--- src/rtl/sauria_demo_ctrl_regs.sv ---
// sauria_demo_ctrl_regs: reg-bus control/status window for the SAURIA accelerator
module sauria_demo_ctrl_regs #(
    parameter int AddrWidth  = 48,
    parameter int DataWidth  = 32,
    parameter int OffsetBits = 12
) (
    input  logic                   clk_i,
    input  logic                   rst_i,
    input  logic                   reg_req_valid_i,
    input  logic [AddrWidth-1:0]   reg_req_addr_i,
    input  logic                   reg_req_write_i,
    input  logic [DataWidth-1:0]   reg_req_wdata_i,
    input  logic [DataWidth/8-1:0] reg_req_wstrb_i,
    output logic                   reg_rsp_ready_o,
    output logic [DataWidth-1:0]   reg_rsp_rdata_o,
    output logic                   reg_rsp_error_o,
    output logic                   start_o,
    input  logic                   done_i,
    output logic [DataWidth-1:0]   cfg_addr_o,
    output logic                   irq_o
);
    typedef enum logic {IDLE, ACK} state_t;
    state_t state;
    logic busy, done, irq_en;
    logic [DataWidth-1:0] cycles, cfg_addr, scratch, cfg_nx, scr_nx, rd_val;
    logic [OffsetBits-1:0] off;
    logic accept, wr, hit_ctrl, hit_stat, hit_cyc, hit_cfg, hit_scr, miss;
    logic wr_ctrl, wr_stat, start_go, done_go, w1c;
    logic unused_addr;
    assign unused_addr = ^reg_req_addr_i[AddrWidth-1:OffsetBits];
    assign off      = reg_req_addr_i[OffsetBits-1:0];
    assign accept   = (state == IDLE) && reg_req_valid_i;
    assign wr       = accept && reg_req_write_i;
    assign hit_ctrl = off == OffsetBits'('h00);
    assign hit_stat = off == OffsetBits'('h04);
    assign hit_cyc  = off == OffsetBits'('h08);
    assign hit_cfg  = off == OffsetBits'('h0C);
    assign hit_scr  = off == OffsetBits'('h10);
    // Misaligned addresses never match a word offset, so they fall into miss too
    assign miss     = !(hit_ctrl || hit_stat || hit_cyc || hit_cfg || hit_scr);
    assign wr_ctrl  = wr && hit_ctrl && reg_req_wstrb_i[0];
    assign wr_stat  = wr && hit_stat && reg_req_wstrb_i[0];
    assign start_go = wr_ctrl && reg_req_wdata_i[0] && !busy;
    assign done_go  = done_i && busy;
    assign w1c      = wr_stat && reg_req_wdata_i[1];
    assign cfg_addr_o = cfg_addr;
    always_comb begin
        cfg_nx = cfg_addr;
        scr_nx = scratch;
        for (int i = 0; i < DataWidth/8; i++)
            if (reg_req_wstrb_i[i]) begin
                cfg_nx[8*i +: 8] = reg_req_wdata_i[8*i +: 8];
                scr_nx[8*i +: 8] = reg_req_wdata_i[8*i +: 8];
            end
        rd_val = hit_ctrl ? DataWidth'({irq_en, 1'b0}) :
                 hit_stat ? DataWidth'({done, busy}) :
                 hit_cyc  ? cycles :
                 hit_cfg  ? cfg_addr :
                 hit_scr  ? scratch : '0;
    end
    always_ff @(posedge clk_i or posedge rst_i) begin
        if (rst_i) begin
            state           <= IDLE;
            reg_rsp_ready_o <= 1'b0;
            reg_rsp_rdata_o <= '0;
            reg_rsp_error_o <= 1'b0;
            start_o         <= 1'b0;
            irq_o           <= 1'b0;
            busy            <= 1'b0;
            done            <= 1'b0;
            irq_en          <= 1'b0;
            cycles          <= '0;
            cfg_addr        <= '0;
            scratch         <= '0;
        end else begin
            state           <= accept ? ACK : IDLE;
            reg_rsp_ready_o <= accept;
            reg_rsp_rdata_o <= (accept && !reg_req_write_i) ? rd_val : '0;
            reg_rsp_error_o <= accept && miss;
            start_o         <= start_go;
            irq_o           <= done && irq_en;
            if (done_go) busy <= 1'b0;
            else if (start_go) busy <= 1'b1;
            // A completion arriving on the same edge as a W1C keeps DONE set
            if (done_go) done <= 1'b1;
            else if (start_go || w1c) done <= 1'b0;
            if (start_go) cycles <= '0;
            else if (busy && cycles != '1) cycles <= cycles + 1'b1;
            if (wr_ctrl) irq_en <= reg_req_wdata_i[1];
            if (wr && hit_cfg) cfg_addr <= cfg_nx;
            if (wr && hit_scr) scratch <= scr_nx;
        end
    end
endmodule

--- config.mk ---
export PLATFORM = sky130hd
export DESIGN_NAME = sauria_demo_ctrl_regs
export DESIGN_NICKNAME = d
export VERILOG_FILES = /design/src/rtl/sauria_demo_ctrl_regs.sv
export SDC_FILE = /design/constraint.sdc
export NUM_CORES = 1
export LEC_CHECK = 0
export CAP_MARGIN = 20
export CORE_MARGIN = 3
export CORE_UTILIZATION = 49
export DETAILED_ROUTE_END_ITERATION = 16
export GPL_TIMING_DRIVEN = 0
export PLACE_DENSITY = 0.79
export SYNTH_ARGS = -nofsm -noshare
export SYNTH_HDL_FRONTEND = slang
export SYNTH_SLANG_ARGS = --single-unit
export TNS_END_PERCENT = 1
--- constraint.sdc ---
create_clock -name clk_i -period 5.7 [get_ports clk_i]
set_input_delay 1.14 -clock clk_i [delete_from_list [all_inputs] [get_ports clk_i]]
set_output_delay 1.14 -clock clk_i [all_outputs]
set_load 0.02 [all_outputs]
==> results of run 1 <==
-- metal layers --
metal	wire length, um	track usage (%)	vias to the layer above	share of wire, %
li1	-	-	2155	-
met1	6160	29.7	2363	42
met2	7110	36.1	220	49
met3	1010	5.55	29	6.9
met4	318	8.79	0	2.2
met5	0	0	-	0
-- worst max-delay path, delay by kind of cell --
family / cells / cell delay, ps
AOI/OAI and AO/OA: 2 / 270
buffers and inverters: 2 / 780
and+or+nand+nor: 3 / 1500
-- flip-flops by register name, indices dropped and copies added (netlist names) --
| name | flops |
|---|---|
| irq_o | 1 |
| done | 1 |
| reg_rsp_rdata_o | 32 |
| cycles | 32 |
| reg_rsp_error_o | 1 |
| scratch | 32 |
| start_o | 1 |
| cfg_addr_o | 32 |
| reg_rsp_ready_o | 1 |
| busy | 1 |
| irq_en | 1 |
-- how the worst min path moves through the flow --
stage | end | slack, ps | cells past startpoint
finish | reg_rsp_rdata_o[7]$_DFF_PP0_ | 500 | 1
detailed placement | reg_rsp_ready_o$_DFF_PP0_ | 490 | 1
global placement | reg_rsp_ready_o$_DFF_PP0_ | 480 | 1
floorplan | cycles[28]$_DFFE_PP0P_ | 460 | 1
global route | reg_rsp_rdata_o[2]$_DFF_PP0_ | 520 | 1
CTS | reg_rsp_rdata_o[7]$_DFF_PP0_ | 500 | 1
-- logic make-up (layout without fill, tap and decap cells) --
kind of cell / after synthesis / in the layout
simple gates: 166 / 166
flops: 135 / 135
compound gates: 90 / 90
mux: 69 / 69
buf+inv: 31 / 184
xor+xnor: 2 / 2
fa+ha+maj: 1 / 1
-- through the flow --
step,area (um^2),hold WS (ps),total power [W],cells
after floorplan,6050,461,0.00103,494
after global placement,7450,482,0.00108,778
after detailed placement,7490,490,0.00109,779
after CTS,8030,504,0.00209,811
after global routing,8030,520,0.00216,811
final,8030,499,0.00208,811
-- cell type report --
| type | instances | share of cell area, % |
|---|---|---|
| plain buffers | 24 | 1.23 |
| multi-input cells | 328 | 31.7 |
| clock inverters | 9 | 0.950 |
| well taps | 164 | 2.55 |
| flip-flops and latches | 135 | 42.1 |
| clock buffers | 23 | 5.83 |
| repair buffers | 121 | 15.3 |
| inverters | 7 | 0.389 |
-- placed cells by master, fill, tap and decap left out, types with 12 or more instances in the layout --
master,n
sky130_fd_sc_hd__clkbuf_16,17
sky130_fd_sc_hd__clkdlybuf4s50_1,120
sky130_fd_sc_hd__a21oi_1,13
sky130_fd_sc_hd__dfrtp_1,135
sky130_fd_sc_hd__mux2_2,65
sky130_fd_sc_hd__a221o_1,30
sky130_fd_sc_hd__o21ai_0,14
sky130_fd_sc_hd__nand2_1,23
sky130_fd_sc_hd__clkbuf_1,22
sky130_fd_sc_hd__nand4_1,14
sky130_fd_sc_hd__o211ai_1,12
sky130_fd_sc_hd__nand3_1,17
sky130_fd_sc_hd__and3_1,13
sky130_fd_sc_hd__and2_1,35
-- report_power, final --
part	internal, W	switching (W)	leakage (nW)	total [W]
Sequential	0.000968	0.0000115	1.76	0.000979
Combinational	0.0000474	0.0000469	1.46	0.0000944
Clock	0.000618	0.000389	0.270	0.00101
Total	0.00163	0.000448	3.49	0.00208
==> report_table.html, run 1 <==
<table>
<tr><th>Metric</th><th>Value</th></tr>
<tr><th colspan="2">Power</th></tr>
<tr><td>Power density over the cells</td><td>~260 mW/mm^2</td></tr>
<tr><td>Cell leakage power</td><td>3.49 nW</td></tr>
<tr><td>Maximum resistive drop on vdd</td><td>159 uV</td></tr>
<tr><th colspan="2">GRT</th></tr>
<tr><td>All-Layer GR Usage</td><td>22.5%</td></tr>
<tr><td>Largest net degree at the start of global routing</td><td>90</td></tr>
<tr><td>Number of global-route vias before repair</td><td>4844</td></tr>
<tr><td>Wire length of the first global-routing pass</td><td>24000 um</td></tr>
<tr><td>Initial antenna violation count</td><td>0</td></tr>
<tr><td>Congestion Overflow GR</td><td>0</td></tr>
<tr><th colspan="2">Synth</th></tr>
<tr><td>Post-Synthesis Cell Area</td><td>0.00605 mm^2</td></tr>
<tr><td>Main combinational cell family by area after synthesis</td><td>simple AND/OR/NAND/NOR gates</td></tr>
<tr><td>Dominant cell by count in the synthesized netlist</td><td>sky130_fd_sc_hd__dfrtp_1</td></tr>
<tr><td>Largest cells by area after synthesis</td><td>sky130_fd_sc_hd__dfrtp_1 56%, sky130_fd_sc_hd__mux2_2 12%, sky130_fd_sc_hd__a221o_1 5.0%, sky130_fd_sc_hd__and2_1 3.6%, sky130_fd_sc_hd__o211ai_1 1.5%</td></tr>
<tr><td>Post-synthesis async set-or-reset flop share</td><td>between 90% and 100%</td></tr>
<tr><td>FF+latch count, synth</td><td>between 100 and 150</td></tr>
<tr><td>Synthesized area divided by synthesized cell count</td><td>roughly 12 um^2</td></tr>
<tr><td>Sequential element share of the synthesized area</td><td>roughly 56%</td></tr>
<tr><td>Number of synthesized flops with an enable pin</td><td>0</td></tr>
<tr><td>Cell type contributing the most total cell area after synthesis</td><td>sky130_fd_sc_hd__dfrtp_1</td></tr>
<tr><td>Syn Inst Count</td><td>494</td></tr>
<tr><td>Simple-gate share of the synthesized area</td><td>17.4%</td></tr>
<tr><td>Most used standard cells in the synthesized netlist</td><td>135 x sky130_fd_sc_hd__dfrtp_1, 65 x sky130_fd_sc_hd__mux2_2, 35 x sky130_fd_sc_hd__and2_1</td></tr>
<tr><td>Total number of yosys warnings</td><td>0</td></tr>
<tr><td>Most used flip-flop cell after synthesis</td><td>sky130_fd_sc_hd__dfrtp_1</td></tr>
<tr><td>Share of synthesized cell area in full adder, half adder and majority cells</td><td>0.207%</td></tr>
<tr><td>Portion of netlist area occupied by mux cells</td><td>12.8%</td></tr>
<tr><td>Post-synthesis compound-gate area fraction</td><td>between 10 and 15%</td></tr>
<tr><td>Net count after synthesis</td><td>584</td></tr>
<tr><td>Share of Yosys cell area claimed by the top area cell type</td><td>roughly 56%</td></tr>
<tr><td>Number of distinct library cell variants in the gate-level netlist after synthesis</td><td>47</td></tr>
<tr><td>Fraction of synthesized cell area in xor and xnor cells</td><td>less than 1%</td></tr>
<tr><th colspan="2">Floorplan</th></tr>
<tr><td>Die Wd</td><td>117 um</td></tr>
<tr><td>Core outline area</td><td>roughly 0.012 mm^2</td></tr>
<tr><td>Overall die height</td><td>around 120 um</td></tr>
<tr><td>Cell Rows</td><td>39</td></tr>
<tr><td>Total die area</td><td>0.0137 mm^2</td></tr>
<tr><td>Initial core utilization</td><td>between 50% and 60%</td></tr>
<tr><td>Top-Level Pins</td><td>~160</td></tr>
<tr><th colspan="2">Finish</th></tr>
<tr><td>FILL cells</td><td>roughly 890</td></tr>
<tr><td>Fraction of layout instances using a drive strength above 1</td><td>17.8%</td></tr>
<tr><td>Sequential Area</td><td>0.00338 mm^2</td></tr>
<tr><td>Layout area overhead</td><td>32.8%</td></tr>
<tr><td>Number of nets in the finished design</td><td>724</td></tr>
<tr><td>End-of-flow core utilization</td><td>68.3%</td></tr>
<tr><td>Inserted Diodes</td><td>0</td></tr>
<tr><td>Area of combinational cells with multiple inputs</td><td>0.00254 mm^2</td></tr>
<tr><th colspan="2">Placement</th></tr>
<tr><td>Post-place setup slack</td><td>1850 ps</td></tr>
<tr><td>GPL Wtd Cong</td><td>around 0.90</td></tr>
<tr><td>Number of buffer cells added on primary ports</td><td>120</td></tr>
<tr><td>Sum of net half-perimeters after detailed placement</td><td>a little over 10000 um</td></tr>
<tr><th colspan="2">Timing</th></tr>
<tr><td>Slew at the pin closest to its max-slew limit</td><td>a little over 800 ps</td></tr>
<tr><td>Worst slew slack as a fraction of its limit</td><td>~45%</td></tr>
<tr><td>Achievable Freq</td><td>292 MHz</td></tr>
<tr><td>Final max-slew violation count</td><td>0</td></tr>
<tr><td>Setup TNS after final layout</td><td>0 ps</td></tr>
<tr><td>Period Utilization, post-route</td><td>60.1%</td></tr>
<tr><td>Final hold vios</td><td>0</td></tr>
<tr><td>Final setup margin</td><td>roughly 2300 ps</td></tr>
<tr><td>Setup repair after global routing missed its margin</td><td>no</td></tr>
<tr><td>Minimum clock period</td><td>3420 ps</td></tr>
<tr><td>Setup Viol. Count Final</td><td>0</td></tr>
<tr><td>Layout Skew</td><td>4.47 ps</td></tr>
<tr><th colspan="2">CTS</th></tr>
<tr><td>TritonCTS clock tree</td><td>built</td></tr>
<tr><td>Hold-fix buffer count after cts</td><td>0</td></tr>
<tr><td>Clock-pin slew on the worst setup and hold paths</td><td>50 ps</td></tr>
<tr><td>Clock Root Buffer</td><td>sky130_fd_sc_hd__clkbuf_16</td></tr>
<tr><td>Clock latency at the later pin of the worst-skew pair</td><td>410 ps</td></tr>
<tr><td>H-Tree Depth</td><td>4</td></tr>
<tr><td>Resize count post-CTS</td><td>0</td></tr>
<tr><td>Postcts setup bufs</td><td>0</td></tr>
<tr><td>Maximum clock insertion buffer count</td><td>2</td></tr>
<tr><td>Total CTS buffers</td><td>17</td></tr>
<tr><td>Clock Sink Count</td><td>roughly 140</td></tr>
<tr><th colspan="2">Flow run</th></tr>
<tr><td>Max-cap viol count</td><td>0</td></tr>
<tr><th colspan="2">Critical path</th></tr>
<tr><td>Launch point of the worst reg-to-reg path</td><td>cycles[11]$_DFFE_PP0P_</td></tr>
<tr><td>Sequence of cells on the critical path</td><td>clkdlybuf4s50_1, or4_4, nor4_4, nand3_1, clkbuf_1, o211ai_1, o31ai_1</td></tr>
<tr><td>Critical path endpoint</td><td>cycles[8]$_DFFE_PP0P_</td></tr>
<tr><td>Critical Path Slowest Stage Cell</td><td>sky130_fd_sc_hd__or4_4</td></tr>
<tr><td>Req. time, crit path</td><td>5980 ps</td></tr>
<tr><td>Worst-case register-to-register setup slack</td><td>3300 ps</td></tr>
<tr><td>Peak per-stage delay on the critical path</td><td>around 570 ps</td></tr>
<tr><td>R2R depth</td><td>5</td></tr>
<tr><td>Crit. End Element</td><td>flop</td></tr>
<tr><td>Worst-path maximum fanout</td><td>10</td></tr>
<tr><td>Path type of the worst setup path</td><td>in2reg</td></tr>
<tr><td>Reg-to-reg endpoint</td><td>cycles[19]$_DFFE_PP0P_</td></tr>
<tr><td>Crit path from</td><td>reg_req_addr_i[7]</td></tr>
<tr><td>Type of element launching the critical path</td><td>input port</td></tr>
<tr><td>Data arrival at the endpoint of the critical path</td><td>roughly 3700 ps</td></tr>
<tr><th colspan="2">Drt</th></tr>
<tr><td>Aggregate routed wire length</td><td>14600 um</td></tr>
<tr><td>Routed wire length per instance</td><td>around 18 um</td></tr>
<tr><td>Number of violations reported at the end of detailed-routing iteration 0</td><td>438</td></tr>
<tr><td>Residual antenna-violating net count after detailed routing</td><td>0</td></tr>
<tr><td>Residual DRC</td><td>0</td></tr>
<tr><td>Iteration count of the initial detailed-routing pass</td><td>5</td></tr>
<tr><td>Detailed-route via count</td><td>4767</td></tr>
<tr><td>Drt via density</td><td>5.88</td></tr>
<tr><th colspan="2">Status</th></tr>
<tr><td>Result of the run</td><td>completed</td></tr>
<tr><th colspan="2">Worst hold path</th></tr>
<tr><td>Hold/Removal Path Class</td><td>reg2reg</td></tr>
<tr><td>Launch instance of the worst min-delay path</td><td>scratch[7]$_DFFE_PP0P_</td></tr>
</table>
Note: power is estimated with default switching activity, not from simulation.
==> run 2: changes to the inputs <==
==> constraint.sdc (replaced) <==
create_clock -name clk_i -period 3.3 [get_ports clk_i]
set_input_delay 0.66 -clock clk_i [delete_from_list [all_inputs] [get_ports clk_i]]
set_output_delay 0.66 -clock clk_i [all_outputs]
set_load 0.02 [all_outputs]
==> report_table.html, run 2 (synthesis gave the netlist of run 1 again) <==
<table>
<tr><th>Metric</th><th>Value</th></tr>
<tr><th colspan="2">Status</th></tr>
<tr><td>Result of the run</td><td>completed</td></tr>
<tr><th colspan="2">Drt</th></tr>
<tr><td>Residual DRC</td><td>0</td></tr>
<tr><td>Detailed-route via count</td><td>just under 5000</td></tr>
<tr><td>Aggregate routed wire length</td><td>14900 um</td></tr>
<tr><td>Routed wire length per instance</td><td>18.3 um</td></tr>
<tr><td>Number of violations reported at the end of detailed-routing iteration 0</td><td>410</td></tr>
<tr><td>Residual antenna-violating net count after detailed routing</td><td>0</td></tr>
<tr><td>Drt via density</td><td>5.94</td></tr>
<tr><td>Iteration count of the initial detailed-routing pass</td><td>5</td></tr>
<tr><th colspan="2">GRT</th></tr>
<tr><td>Busiest layer in global routing</td><td>met2</td></tr>
<tr><td>Met2 track demand over resource</td><td>a little under two fifths</td></tr>
<tr><td>Congestion Overflow GR</td><td>0</td></tr>
<tr><td>Largest net degree at the start of global routing</td><td>45</td></tr>
<tr><td>Fraction of met1 tracks used by global routing</td><td>around 30%</td></tr>
<tr><td>Wire length of the first global-routing pass</td><td>24600 um</td></tr>
<tr><td>All-Layer GR Usage</td><td>23.2%</td></tr>
<tr><td>Routing usage on met3</td><td>6.27%</td></tr>
<tr><td>Number of global-route vias before repair</td><td>5085</td></tr>
<tr><td>Initial antenna violation count</td><td>0</td></tr>
<tr><th colspan="2">Finish</th></tr>
<tr><td>Inserted Diodes</td><td>0</td></tr>
<tr><td>Area of combinational cells with multiple inputs</td><td>0.00254 mm^2</td></tr>
<tr><td>Sequential Area</td><td>0.00338 mm^2</td></tr>
<tr><td>FILL cells</td><td>846</td></tr>
<tr><td>Number of cells in the finished layout apart from fillers</td><td>813</td></tr>
<tr><td>Fraction of layout instances using a drive strength above 1</td><td>18.5%</td></tr>
<tr><td>Number of nets in the finished design</td><td>726</td></tr>
<tr><td>Most common cell after layout, fill and taps aside</td><td>sky130_fd_sc_hd__dfrtp_1</td></tr>
<tr><td>Top library cells by usage in the layout, fill and taps aside</td><td>135 x sky130_fd_sc_hd__dfrtp_1, 120 x sky130_fd_sc_hd__clkdlybuf4s50_1, 65 x sky130_fd_sc_hd__mux2_2, 35 x sky130_fd_sc_hd__and2_1, 30 x sky130_fd_sc_hd__a221o_1</td></tr>
<tr><td>Post-layout instance area</td><td>between 0.008 and 0.009 mm^2</td></tr>
<tr><td>Layout area overhead</td><td>36.5%</td></tr>
<tr><th colspan="2">Power</th></tr>
<tr><td>Maximum resistive drop on vdd</td><td>between 300 and 400 uV</td></tr>
<tr><td>Cell leakage power</td><td>3.59 nW</td></tr>
<tr><td>Power density over the cells</td><td>just over 500 mW/mm^2</td></tr>
<tr><th colspan="2">CTS</th></tr>
<tr><td>Clock Root Buffer</td><td>sky130_fd_sc_hd__clkbuf_16</td></tr>
<tr><td>Clock Sink Count</td><td>around 140</td></tr>
<tr><td>Clock latency at the later pin of the worst-skew pair</td><td>420 ps</td></tr>
<tr><td>Maximum clock insertion buffer count</td><td>2</td></tr>
<tr><td>Resize count post-CTS</td><td>0</td></tr>
<tr><td>Postcts setup bufs</td><td>0</td></tr>
<tr><td>TritonCTS clock tree</td><td>built</td></tr>
<tr><td>Hold-fix buffer count after cts</td><td>0</td></tr>
<tr><td>H-Tree Depth</td><td>4</td></tr>
<tr><td>Total CTS buffers</td><td>17</td></tr>
<tr><td>Clock-pin slew on the worst setup and hold paths</td><td>60 ps</td></tr>
<tr><th colspan="2">Placement</th></tr>
<tr><td>GPL Wtd Cong</td><td>0.892</td></tr>
<tr><td>Post-place setup slack</td><td>-91.6 ps</td></tr>
<tr><td>Sum of net half-perimeters after detailed placement</td><td>about 11000 um</td></tr>
<tr><td>Number of buffer cells added on primary ports</td><td>120</td></tr>
<tr><td>Instance area at placement</td><td>0.00752 mm^2</td></tr>
<tr><td>Inst Count DP</td><td>781</td></tr>
<tr><th colspan="2">Critical path</th></tr>
<tr><td>Type of element launching the critical path</td><td>input port</td></tr>
<tr><td>Peak per-stage delay on the critical path</td><td>570 ps</td></tr>
<tr><td>Worst-path maximum fanout</td><td>10</td></tr>
<tr><td>Crit path from</td><td>reg_req_addr_i[7]</td></tr>
<tr><td>Req. time, crit path</td><td>between 3000 and 4000 ps</td></tr>
<tr><td>Crit. End Element</td><td>flop</td></tr>
<tr><td>Sequence of cells on the critical path</td><td>clkdlybuf4s50_1, or4_4, nor3_4, nand3_1, nor2_1, clkbuf_1, a221o_1</td></tr>
<tr><td>Data arrival at the endpoint of the critical path</td><td>between 3000 and 4000 ps</td></tr>
<tr><td>Critical Path Slowest Stage Cell</td><td>sky130_fd_sc_hd__or4_4</td></tr>
<tr><td>Path type of the worst setup path</td><td>in2reg</td></tr>
<tr><td>Launch point of the worst reg-to-reg path</td><td>cycles[11]$_DFFE_PP0P_</td></tr>
<tr><th colspan="2">Floorplan</th></tr>
<tr><td>Initial core utilization</td><td>between 50 and 60%</td></tr>
<tr><td>Total die area</td><td>0.0137 mm^2</td></tr>
<tr><td>Cell Rows</td><td>39</td></tr>
<tr><td>Core outline area</td><td>0.0118 mm^2</td></tr>
<tr><td>Overall die height</td><td>117 um</td></tr>
<tr><td>Die Wd</td><td>117 um</td></tr>
<tr><td>Top-Level Pins</td><td>about 160</td></tr>
<tr><th colspan="2">Timing</th></tr>
<tr><td>Layout Skew</td><td>roughly 6.7 ps</td></tr>
<tr><td>Period Utilization, post-route</td><td>90.8%</td></tr>
<tr><td>Setup Viol. Count Final</td><td>0</td></tr>
<tr><td>Final setup margin</td><td>304 ps</td></tr>
<tr><td>Setup TNS after final layout</td><td>0 ps</td></tr>
<tr><td>Setup repair after global routing missed its margin</td><td>no</td></tr>
<tr><td>Achievable Freq</td><td>334 MHz</td></tr>
<tr><td>Worst slew slack as a fraction of its limit</td><td>38.6%</td></tr>
<tr><td>Final max-slew violation count</td><td>0</td></tr>
<tr><td>Final hold vios</td><td>0</td></tr>
<tr><td>Slew at the pin closest to its max-slew limit</td><td>919 ps</td></tr>
<tr><td>Minimum clock period</td><td>3000 ps</td></tr>
<tr><th colspan="2">Worst hold path</th></tr>
<tr><td>Launch instance of the worst min-delay path</td><td>reg_rsp_ready_o$_DFF_PP0_</td></tr>
<tr><td>Hold/Removal Path Class</td><td>reg2reg</td></tr>
<tr><th colspan="2">Flow run</th></tr>
<tr><td>Max-cap viol count</td><td>0</td></tr>
</table>
## run 2: cell types whose count changed in the layout (fill, tap and decap cells not counted)
cell                         delta
sky130_fd_sc_hd__clkinv_2       -6
sky130_fd_sc_hd__buf_12         +3
sky130_fd_sc_hd__clkbuf_1       -3
sky130_fd_sc_hd__clkinvlp_4     +1
sky130_fd_sc_hd__clkbuf_8       +1
sky130_fd_sc_hd__buf_16         -1
sky130_fd_sc_hd__bufinv_16      +7
## run 2: metrics by stage
| step | hold WS (ps) | total power [W] | util, % |
|---|---|---|---|
| detailed placement | 486 | 0.00189 | 63.9 |
| global route | 525 | 0.00431 | 70.2 |
| finish | 498 | 0.00420 | 70.2 |
| CTS | 496 | 0.00422 | 70.2 |
| global placement | 481 | 0.00187 | 63.4 |
| floorplan | 461 | 0.00178 | - |
## run 2: critical path, delay by kind of cell
kind | cells | cell delay, ps
AOI/OAI and AO/OA | 1 | 280
buffers and inverters | 2 | 930
and+or+nand+nor | 4 | 1460
## run 2: metal layers
layer | up-vias | share of wire (%)
met3 | 31 | 7.3
met4 | 0 | 2.0
li1 | 2161 | -
met2 | 213 | 49
met5 | - | 0
met1 | 2424 | 42
## run 2: cell type report
class	count	share of cell area [%]
multi-input cells	328	30.8
repair buffers	123	15.3
flip-flops and latches	135	40.9
plain buffers	24	1.20
clock inverters	11	3.21
inverters	7	0.364
clock buffers	21	5.70
well taps	164	2.49
## run 2: path summary, 6_finish.rpt
path	cells past startpoint	end	slack, ps
max	7	reg_rsp_rdata_o[20]$_DFF_PP0_	300
min	1	reg_rsp_ready_o$_DFF_PP0_	500
max reg2reg	5	cycles[19]$_DFFE_PP0P_	910
min reg2reg	1	reg_rsp_ready_o$_DFF_PP0_	500
max in group asynchronous	5	reg_rsp_rdata_o[24]$_DFF_PP0_	1400
min in group asynchronous	2	reg_rsp_rdata_o[6]$_DFF_PP0_	790
## run 2: where the power goes
| part | internal (W) | total, W | switching [W] | leakage [nW] |
|---|---|---|---|---|
| registers | 0.00167 | 0.00169 | 0.0000202 | 1.76 |
| clock network | 0.00163 | 0.00234 | 0.000704 | 0.354 |
| logic | 0.0000861 | 0.000170 | 0.0000841 | 1.47 |
==> run 3: changes to the inputs <==
--- a/config.mk
+++ b/config.mk
@@ -5,11 +5,11 @@
 export SDC_FILE = /design/constraint.sdc
 export NUM_CORES = 1
 export LEC_CHECK = 0
+export ABC_CLOCK_PERIOD_IN_PS = 3300
 export CAP_MARGIN = 20
 export CORE_MARGIN = 3
 export CORE_UTILIZATION = 49
 export DETAILED_ROUTE_END_ITERATION = 16
-export GPL_TIMING_DRIVEN = 0
 export PLACE_DENSITY = 0.79
 export SYNTH_ARGS = -nofsm -noshare
 export SYNTH_HDL_FRONTEND = slang
==> report_table.html, run 3 (synthesis gave the netlist of run 1 again) <==
<table>
<tr><th>Metric</th><th>Value</th></tr>
<tr><th colspan="2">Status</th></tr>
<tr><td>Result of the run</td><td>completed</td></tr>
<tr><th colspan="2">Placement</th></tr>
<tr><td>Sum of net half-perimeters after detailed placement</td><td>10100 um</td></tr>
<tr><td>Post-place setup slack</td><td>about 210 ps</td></tr>
<tr><td>Number of buffer cells added on primary ports</td><td>120</td></tr>
<tr><td>GPL Wtd Cong</td><td>0.888</td></tr>
<tr><th colspan="2">Finish</th></tr>
<tr><td>Number of nets in the finished design</td><td>between 700 and 800</td></tr>
<tr><td>Sequential Area</td><td>0.00338 mm^2</td></tr>
<tr><td>Top library cells by usage in the layout, fill and taps aside</td><td>135 x sky130_fd_sc_hd__dfrtp_1, 120 x sky130_fd_sc_hd__clkdlybuf4s50_1, 65 x sky130_fd_sc_hd__mux2_2, 35 x sky130_fd_sc_hd__and2_1, 30 x sky130_fd_sc_hd__a221o_1</td></tr>
<tr><td>Layout area overhead</td><td>35.1%</td></tr>
<tr><td>Area of combinational cells with multiple inputs</td><td>0.00256 mm^2</td></tr>
<tr><td>Fraction of layout instances using a drive strength above 1</td><td>20.6%</td></tr>
<tr><td>Most common cell after layout, fill and taps aside</td><td>sky130_fd_sc_hd__dfrtp_1</td></tr>
<tr><td>Inserted Diodes</td><td>0</td></tr>
<tr><td>FILL cells</td><td>834</td></tr>
<tr><th colspan="2">CTS</th></tr>
<tr><td>Resize count post-CTS</td><td>0</td></tr>
<tr><td>Clock latency at the later pin of the worst-skew pair</td><td>410 ps</td></tr>
<tr><td>Postcts setup bufs</td><td>0</td></tr>
<tr><td>Hold-fix buffer count after cts</td><td>0</td></tr>
<tr><td>TritonCTS clock tree</td><td>built</td></tr>
<tr><td>Clock-pin slew on the worst setup and hold paths</td><td>about 60 ps</td></tr>
<tr><td>Maximum clock insertion buffer count</td><td>2</td></tr>
<tr><td>Clock Sink Count</td><td>135</td></tr>
<tr><td>Total CTS buffers</td><td>17</td></tr>
<tr><td>H-Tree Depth</td><td>4</td></tr>
<tr><td>Clock Root Buffer</td><td>sky130_fd_sc_hd__clkbuf_16</td></tr>
<tr><th colspan="2">Critical path</th></tr>
<tr><td>Launch point of the worst reg-to-reg path</td><td>cycles[11]$_DFFE_PP0P_</td></tr>
<tr><td>Worst-case register-to-register setup slack</td><td>860 ps</td></tr>
<tr><td>Worst-path maximum fanout</td><td>8</td></tr>
<tr><td>Crit path from</td><td>reg_req_addr_i[7]</td></tr>
<tr><td>Crit. End Element</td><td>flop</td></tr>
<tr><td>Type of element launching the critical path</td><td>input port</td></tr>
<tr><td>Req. time, crit path</td><td>3590 ps</td></tr>
<tr><td>Sequence of cells on the critical path</td><td>clkdlybuf4s50_1, or4_4, nor4_4, and3_1, nand2_2, mux2_2</td></tr>
<tr><td>R2R depth</td><td>5</td></tr>
<tr><td>Reg-to-reg endpoint</td><td>cycles[3]$_DFFE_PP0P_</td></tr>
<tr><td>Bufs and invs on worst path</td><td>1</td></tr>
<tr><td>Cell class contributing the biggest share of worst-path delay</td><td>simple AND/OR/NAND/NOR gates</td></tr>
<tr><td>Peak per-stage delay on the critical path</td><td>between 500 and 600 ps</td></tr>
<tr><td>Data arrival at the endpoint of the critical path</td><td>2950 ps</td></tr>
<tr><td>Critical Path Slowest Stage Cell</td><td>sky130_fd_sc_hd__or4_4</td></tr>
<tr><td>Path type of the worst setup path</td><td>in2reg</td></tr>
<tr><th colspan="2">Floorplan</th></tr>
<tr><td>Total die area</td><td>0.0137 mm^2</td></tr>
<tr><td>Core outline area</td><td>0.0118 mm^2</td></tr>
<tr><td>Overall die height</td><td>~120 um</td></tr>
<tr><td>Top-Level Pins</td><td>157</td></tr>
<tr><td>Die Wd</td><td>117 um</td></tr>
<tr><td>Initial core utilization</td><td>51.4%</td></tr>
<tr><td>Cell Rows</td><td>39</td></tr>
<tr><th colspan="2">Timing</th></tr>
<tr><td>Worst slew slack as a fraction of its limit</td><td>42.4%</td></tr>
<tr><td>Layout Skew</td><td>9.91 ps</td></tr>
<tr><td>Setup repair after global routing missed its margin</td><td>no</td></tr>
<tr><td>Setup TNS after final layout</td><td>0 ps</td></tr>
<tr><td>Final hold vios</td><td>0</td></tr>
<tr><td>Period Utilization, post-route</td><td>approximately four fifths</td></tr>
<tr><td>Setup Viol. Count Final</td><td>0</td></tr>
<tr><td>Achievable Freq</td><td>~380 MHz</td></tr>
<tr><td>Final max-slew violation count</td><td>0</td></tr>
<tr><td>Minimum clock period</td><td>2660 ps</td></tr>
<tr><td>Slew at the pin closest to its max-slew limit</td><td>858 ps</td></tr>
<tr><td>Final setup margin</td><td>645 ps</td></tr>
<tr><th colspan="2">Worst hold path</th></tr>
<tr><td>Worst hold path endpoint</td><td>reg_rsp_rdata_o[22]$_DFF_PP0_</td></tr>
<tr><td>Launch instance of the worst min-delay path</td><td>scratch[22]$_DFFE_PP0P_</td></tr>
<tr><td>Worst hold stages</td><td>1</td></tr>
<tr><td>Hold/Removal Path Class</td><td>reg2reg</td></tr>
<tr><th colspan="2">Drt</th></tr>
<tr><td>Detailed-route via count</td><td>4655</td></tr>
<tr><td>Iteration count of the initial detailed-routing pass</td><td>5</td></tr>
<tr><td>Residual antenna-violating net count after detailed routing</td><td>0</td></tr>
<tr><td>Routed wire length per instance</td><td>between 15 and 20 um</td></tr>
<tr><td>Residual DRC</td><td>0</td></tr>
<tr><td>Aggregate routed wire length</td><td>14200 um</td></tr>
<tr><td>Drt via density</td><td>5.79</td></tr>
<tr><td>Number of violations reported at the end of detailed-routing iteration 0</td><td>roughly 400</td></tr>
<tr><th colspan="2">Flow run</th></tr>
<tr><td>Max-cap viol count</td><td>0</td></tr>
<tr><th colspan="2">Power</th></tr>
<tr><td>Switching power share of the total</td><td>20.6%</td></tr>
<tr><td>Power share of the sequential group</td><td>a little over two fifths</td></tr>
<tr><td>Power dissipated by switching net loads</td><td>0.000797 W</td></tr>
<tr><td>Combinational Power Share</td><td>around 4.3%</td></tr>
<tr><td>Power density over the cells</td><td>474 mW/mm^2</td></tr>
<tr><td>Cell Int Power</td><td>0.00308 W</td></tr>
<tr><td>Cell leakage power</td><td>3.56 nW</td></tr>
<tr><td>Overall power</td><td>0.00387 W</td></tr>
<tr><td>Maximum resistive drop on vdd</td><td>310 uV</td></tr>
<tr><td>Proportion of power drawn by the clock network</td><td>52.1%</td></tr>
<tr><th colspan="2">GRT</th></tr>
<tr><td>Congestion Overflow GR</td><td>0</td></tr>
<tr><td>Number of global-route vias before repair</td><td>4848</td></tr>
<tr><td>Wire length of the first global-routing pass</td><td>23900 um</td></tr>
<tr><td>All-Layer GR Usage</td><td>22.4%</td></tr>
<tr><td>Largest net degree at the start of global routing</td><td>61</td></tr>
<tr><td>Initial antenna violation count</td><td>0</td></tr>
</table>
## run 3: cell count changes in the layout (fill, tap and decap cells not counted), moves of 3 or more
cell	delta
sky130_fd_sc_hd__buf_2	-4
sky130_fd_sc_hd__bufinv_16	-4
sky130_fd_sc_hd__buf_4	+15
sky130_fd_sc_hd__clkbuf_1	-18
sky130_fd_sc_hd__clkinvlp_4	+3
## run 3: area by class of cell
| cell class | count | share of cell area (%) |
|---|---|---|
| Sequential cell | 135 | 41.3 |
| Multi-Input combinational cell | 328 | 31.3 |
| Timing Repair Buffer | 138 | 16.7 |
| Clock buffer | 21 | 5.76 |
| Tap cell | 164 | 2.51 |
| Clock inverter | 11 | 2.07 |
| Inverter | 7 | 0.367 |
## run 3: power groups by stage
stage	clock (W)	combinational (W)	sequential (W)
floorplan	0	0.0000641	0.00172
global placement	0	0.000162	0.00172
detailed placement	0	0.000167	0.00172
CTS	0.00204	0.000168	0.00169
global route	0.00213	0.000183	0.00169
finish	0.00202	0.000165	0.00169
## run 3: per-stage QoR
step | utilization, % | instance area, um^2 | hold WS [ps] | instances
after floorplan | - | 6050 | 461 | 494
after global placement | 64.1 | 7530 | 486 | 772
after detailed placement | 64.1 | 7530 | 488 | 772
after CTS | 69.5 | 8170 | 504 | 804
after global routing | 69.5 | 8170 | 525 | 804
final | 69.5 | 8170 | 497 | 804
## run 3: worst max-delay path by stage
stage	end	slack, ps	depth (start not counted)
finish	cfg_addr_o[5]$_DFFE_PP0P_	640	6
detailed placement	scratch[31]$_DFFE_PP0P_	210	6
CTS	scratch[31]$_DFFE_PP0P_	640	6
global placement	scratch[25]$_DFFE_PP0P_	250	6
global route	scratch[24]$_DFFE_PP0P_	540	6
floorplan	scratch[0]$_DFFE_PP0P_	810	5
## run 3: layer usage
metal  global-route usage [%]  vias up  part of all wire [%]
li1                         -     2141                     -
met1                     30.3     2301                    44
met2                     35.4      187                    48
met3                     4.99       26                   6.4
met4                     8.49        0                   1.7
met5                        0        -                     0
